[src/rtl/seq_divider.sv]
// Iterative restoring unsigned divider: one quotient bit per clock, start/done handshake.
// Divide by zero finishes immediately with an all-ones quotient and flags div_zero.
module seq_divider #(
  parameter int unsigned DW = 32,
  parameter int unsigned VW = 16
) (
  input  logic          clk,
  input  logic          reset,
  input  logic          start,
  input  logic [DW-1:0] dividend,
  input  logic [VW-1:0] divisor,
  output logic          ready,
  output logic          busy,
  output logic          done,
  output logic [DW-1:0] quotient,
  output logic [VW-1:0] remainder,
  output logic          div_zero
);

  localparam int unsigned CW = (DW > 1) ? $clog2(DW) : 1;

  typedef enum logic [1:0] {StIdle, StRun, StDone} state_e;

  state_e        state_q, state_d;
  logic [CW-1:0] cnt_q, cnt_d;
  logic [DW-1:0] shf_q, shf_d;    // dividend bits out at the top, quotient bits in at the bottom
  logic [VW-1:0] rem_q, rem_d;
  logic [VW-1:0] dvs_q, dvs_d;
  logic [DW-1:0] quot_q, quot_d;
  logic [VW-1:0] remo_q, remo_d;
  logic          dz_q, dz_d;

  logic [VW:0]   part, diff;
  logic          qbit;
  logic [VW-1:0] rem_nxt;
  logic [DW-1:0] shf_nxt;

  // One restoring step; the extra partial-remainder bit keeps the compare exact.
  always_comb begin
    part    = {rem_q, shf_q[DW-1]};
    diff    = part - {1'b0, dvs_q};
    qbit    = (part >= {1'b0, dvs_q});
    rem_nxt = qbit ? diff[VW-1:0] : part[VW-1:0];
    shf_nxt = {shf_q[DW-2:0], qbit};
  end

  always_comb begin
    state_d = state_q;
    cnt_d   = cnt_q;
    shf_d   = shf_q;
    rem_d   = rem_q;
    dvs_d   = dvs_q;
    quot_d  = quot_q;
    remo_d  = remo_q;
    dz_d    = dz_q;
    case (state_q)
      StIdle, StDone: begin
        state_d = StIdle;
        if (start) begin
          if (divisor == '0) begin
            quot_d  = '1;
            remo_d  = dividend[VW-1:0];
            dz_d    = 1'b1;
            state_d = StDone;
          end else begin
            shf_d   = dividend;
            rem_d   = '0;
            dvs_d   = divisor;
            cnt_d   = CW'(DW - 1);
            dz_d    = 1'b0;
            state_d = StRun;
          end
        end
      end
      StRun: begin
        shf_d = shf_nxt;
        rem_d = rem_nxt;
        cnt_d = cnt_q - 1'b1;
        if (cnt_q == '0) begin
          quot_d  = shf_nxt;
          remo_d  = rem_nxt;
          state_d = StDone;
        end
      end
      default: state_d = StIdle;
    endcase
  end

  always_ff @(posedge clk) begin
    if (reset) begin
      state_q <= StIdle;
      cnt_q   <= '0;
      shf_q   <= '0;
      rem_q   <= '0;
      dvs_q   <= '0;
      quot_q  <= '0;
      remo_q  <= '0;
      dz_q    <= 1'b0;
    end else begin
      state_q <= state_d;
      cnt_q   <= cnt_d;
      shf_q   <= shf_d;
      rem_q   <= rem_d;
      dvs_q   <= dvs_d;
      quot_q  <= quot_d;
      remo_q  <= remo_d;
      dz_q    <= dz_d;
    end
  end

  assign ready     = (state_q != StRun);
  assign busy      = (state_q == StRun);
  assign done      = (state_q == StDone);
  assign quotient  = quot_q;
  assign remainder = remo_q;
  assign div_zero  = dz_q;

endmodule
[config.mk]
export PLATFORM = sky130hd
export DESIGN_NAME = seq_divider
export DESIGN_NICKNAME = d
export VERILOG_FILES = /design/src/rtl/seq_divider.sv
export SDC_FILE = /design/constraint.sdc
export NUM_CORES = 1
export LEC_CHECK = 0
export ABC_AREA = 1
export CORE_UTILIZATION = 40
export CTS_CLUSTER_SIZE = 30
export DETAILED_ROUTE_END_ITERATION = 10
export MAX_ROUTING_LAYER = met4
export SKIP_LAST_GASP = 1
export SYNTH_ARGS = -nofsm -noshare
export SYNTH_HDL_FRONTEND = slang
export SYNTH_SLANG_ARGS = --single-unit
[constraint.sdc]
create_clock -name clk -period 3.27 [get_ports clk]
set_input_delay 0.654 -clock clk [delete_from_list [all_inputs] [get_ports clk]]
set_output_delay 0.654 -clock clk [all_outputs]
set_load 0.05 [all_outputs]
# == Word level (Yosys, flattened, before mapping) ==
# Index checks and enable logic that the tools add are counted.
# word_totals
register_bits,120
word_cells,51
out_inout_bits,52
# classes
n_mux,23
n_eq_ne,7
n_addsub,2
magnitude_cmp,1
n_reduce_logical,9
n_bitwise,1
# ops
operator,count
$mux 32,5
$pmux 32 s2,2
$mux 16,6
$pmux 16 s2,2
$ge 17x16->1,1
$logic_not 16->1,1
$sub 16x16->16,1
$mux 5,2
$pmux 5 s2,1
$mux 2,3
$ne 2x2->1 const B,3
$reduce_and 3->1,2
$logic_not 5->1,1
$sub 5x1->5 const B,1
$ne 2x1->1 const B,2
$pmux 2 s2,1
$reduce_and 4->1,1
$eq 2x1->1 const B,1
$eq 2x2->1 const B,1
$logic_not 2->1,1
$reduce_and 2->1,1
$reduce_bool 2->1,1
$reduce_or 2->1,1
$mux 1,1
$not 1->1,1

# == Depth between registers and ports, before layout ==
# depth
ltp_word,4
mapped_depth,16
mapped_depth_nobuf,15

# == Worst setup path before layout ==
# OpenSTA, ideal clock, no wires.
# synth_path
kind,register to output
start,reg state_q[0]
end,out busy
path_stages_with_launch,4
n_path_buf,1
slack_ps,1434
t_required_ps,2616
arrival_ps,1182
cell_sequence,dfxtp_1 -> inv_2 -> nor2_4 -> clkbuf_1
# synth_via
elab_chain_len,1
# synth_rtl
element,line,source
from (decl),24,"state_e state_q, state_d;"
from (signal assigned),91,state_q <= StIdle;
from (signal assigned),100,state_q <= state_d;
$eq 2x1->1,112,assign busy = (state_q == StRun);
to (decl),13,"output logic busy,"
# Every way passes these cells.

# == Worst setup path in the final report ==
# layout_path
start,reg state_q[1]
end,out done
# layout_via
elab_chain_len,1
# layout_rtl
element,line,source
$eq 2x2->1,113,assign done = (state_q == StDone);
to (decl),14,"output logic done,"
# Every way passes these cells.

==> results by group <==
Finish
  • Area occupied by registers: 2400 µm²
  • Fin util: 52.6%
  • Area growth from synthesis to layout: 27.8%
  • Fin nets: 1057
  • Layout cells sized above 1: 9.70%
  • Multi-input gate area: 3190 µm²
  • Fin cells: 1188
  • Fillers: 1486
  • ANT cells: 0

Worst setup path
  • RR Startpoint: cnt_q[0]$_SDFFE_PP0P_
  • Startpoint types: flip-flop
  • R2r worst-path depth: 13
  • Worst Setup SP: state_q[1]$_SDFFE_PP0N_
  • Crit path kind: flip-flop to primary output
  • CP arrival: 1770 ps
  • Critical Path RT: 2620 ps
  • Worst setup EP type: primary output
  • Worst-path maximum fanout: 2

CTS
  • Post-CTS Setup Inserts: 0
  • H-tree depth: 4
  • Clock root cell: clkbuf_16
  • CTS buffer count: 17
  • CTS tree: done
  • Latest clock arrival within the worst-skew pair: 420 ps
  • Sink Count: 120
  • Clock transition at path regs: 60 ps
  • CTS Hold Bufs: 0
  • Bufs on Longest Clock Path: 2
  • # resized after CTS: 0

Drt
  • Antenna viol nets, final: 0
  • DRC: 0
  • Drt pass-1 iters: 4
  • Vias: 5993
  • Final WL: 17300 µm
  • Starting DRT DRC Count: 487
  • DR WL/cell: 14.6 µm
  • Avg Vias per Cell: 5.04

Logic synthesis
  • Compound-gate portion of the synthesized area: 13.6%
  • Avg Synthesized Cell Area: 6.94 µm²
  • Flops & latches, synth: 120
  • Async SR Flop Fraction: 0%
  • Post-synth EDFFs: 0
  • Library cells used by synthesis: 35
  • Synth Area in Adders: 3.92%
  • Main combinational cell family by area after synthesis: simple AND/OR/NAND/NOR gates
  • Synth Flop Type: dfxtp_1
  • Simple-gate area share of the yosys netlist: 32.5%
  • Cells after Synth: 901
  • Sequential share of the synthesized area: 38.4%
  • Synth Net Count: 971
  • Xor and xnor area share after synthesis: 0.981%
  • Yosys warnings: 0
  • Multiplexer fraction of the synthesized cell area: 0%
  • Post-Synthesis Cell Area: 6250 µm²

Floorplan
  • Die area: 16100 µm²
  • Row Count: 45
  • Area of the core: 15200 µm²
  • Die height: 127 µm
  • I/O pin count: 103
  • Die width: 127 µm
  • Starting Density: 41.1%

STA
  • # setup viols final: 0
  • Relative slew slack: 61.4%
  • Setup ws final: 846 ps
  • Setup TNS: 0 ps
  • Unrepaired setup endpoints after global routing: false
  • Worst-Margin Slew: 578 ps
  • Clk_skew: 6.57 ps
  • Max Clock Freq: 412 MHz
  • Final Hold Vio Count: 0
  • Period utilization: 74.1%
  • Fin. max-slew vios: 0
  • Minimum clock period: 2420 ps

Power and ir drop
  • IR drop worst, VDD: 392 µV
  • Switch Pwr: 0.00181 W
  • Part of the power in registers: 32.7%
  • Pint: 0.00340 W
  • Clock Power Share: 38.5%
  • Comb pwr share: 28.9%
  • Sw frac: 34.8%
  • Total Power: 0.00522 W
  • PwrDens: 653 nW/µm²
  • Leakage: 3.59 nW

Hold path
  • Hold Path Depth: 2
  • Hold Crit Start: dvs_q[9]$_SDFFE_PP0P_
  • Worst hold path class: flip-flop to flip-flop

Placement
  • IO buf count: 102
  • Pre-CTS WS: 475 ps
  • Cells after DPL: 1156
  • Final HPWL from detailed placement: 12100 µm
  • Gpl congestion: 0.905

Run status
  • Status: completed

Global route
  • Initial antenna violation count: 0
  • First-pass GRT wire length: 28000 µm
  • Total track usage: 22.7%
  • Vias in the first global route: 5440
  • Largest net degree at the start of global routing: 51
  • Total congestion overflow: 0

Flow run
  • Number of max-cap violations: 0
## cell type report
class	count	area share [%]
tap	188	2.94
clock buffer	18	5.37
inverter	110	5.17
clock inverter	14	2.46
timing repair buffer	114	14.1
multi-input combinational	624	39.9
sequential	120	30.1
## state kept, by name, summed over array words and instances (netlist names)
register / count
state_q: 2
dvs_q: 16
shf_q: 32
quotient: 32
div_zero: 1
remainder: 16
cnt_q: 5
rem_q: 16
## routing by layer
layer  up-vias  wire, µm  GRT usage, %
met4         0       275          7.07
met5         -         0             -
met2       131      7730          35.2
met1      2746      8640          30.3
li1       3097         -             -
met3        19       655          3.69
## cells in the final DEF (no fill, tap or decap)
cell type          n
nor2_1           119
buf_12             2
xnor2_1            1
buf_2              1
o21a_1             1
and2_1             3
nor3_1             1
nand2_2            6
nor2_2             4
clkinv_2           3
o311ai_0           1
nand4_1           22
inv_2              6
o31ai_1            1
nand3_4            1
nor2_4             2
nand3_1           67
buf_4             12
dfxtp_1          120
o21ai_0           54
ha_1              18
clkdlybuf4s50_1   99
inv_6              3
nand2_8            1
or2_2             16
fa_1               1
nand3_2           13
o21ai_1            1
inv_1            104
clkbuf_1           1
xor2_1             6
nand2_1          187
a21oi_1           60
clkinv_4           4
clkbuf_16         17
bufinv_16          4
o211ai_1          20
a31oi_1           16
nor3_4             2
## power groups by stage
stage / Combinational [W] / Clock, W / Sequential [W]
after global routing: 0.00165 / 0.00209 / 0.00172
after detailed placement: 0.00150 / 0 / 0.00173
final: 0.00151 / 0.00201 / 0.00170
after CTS: 0.00151 / 0.00202 / 0.00170
after global placement: 0.00149 / 0 / 0.00173
after floorplan: 0.000862 / 0 / 0.00196
## synthesized netlist by cell type (2+ instances only)
library cell  instances  area share, %
and2_1                3           0.30
o21ai_0              54            4.3
nand2_2               6           0.60
dfxtp_1             120             38
inv_1               104            6.2
a31oi_1              16            1.6
clkbuf_1             24            1.4
nor3_4                2           0.52
o211ai_1             20            2.4
nor2_4                2           0.36
nand3_1              67            5.4
inv_2                 6           0.36
a21oi_1              60            4.8
buf_2                12           0.96
buf_4                 3           0.36
buf_1                 3           0.18
nor2_1              119            7.1
buf_6                 4           0.72
ha_1                 18            3.6
or2_2                16            1.6
nand4_1              22            2.2
xor2_1                6           0.84
nand3_2              13            2.1
nor2_2                4           0.40
nand2_1             187             11
## through the flow
stage / cell area [µm²] / hold WS (ps)
2_1_floorplan: 6250 / 433
3_3_place_gp: 7360 / 448
3_5_place_dp: 7360 / 453
4_1_cts: 7990 / 462
5_1_grt: 7990 / 476
6_report: 7990 / 460
## cells by family after synthesis
logic type,after synthesis
compound gates,154
xor+xnor,7
fa+ha+maj,19
buf+inv,157
flops,120
simple gates,444
## worst max-delay path: stages (launching register included)
cell,delay [ps]
dfxtp_1,370
inv_1,50
nor2_1,90
clkdlybuf4s50_1,840
## path summary, 6_finish.rpt
path,to,slack (ps)
worst max register to register,remainder[4]$_SDFFE_PP0P_,870
worst max-delay path,done,850
worst min-delay path,dvs_q[9]$_SDFFE_PP0P_,460
worst min register to register,dvs_q[9]$_SDFFE_PP0P_,460
Power figures use the tool's default switching activity.
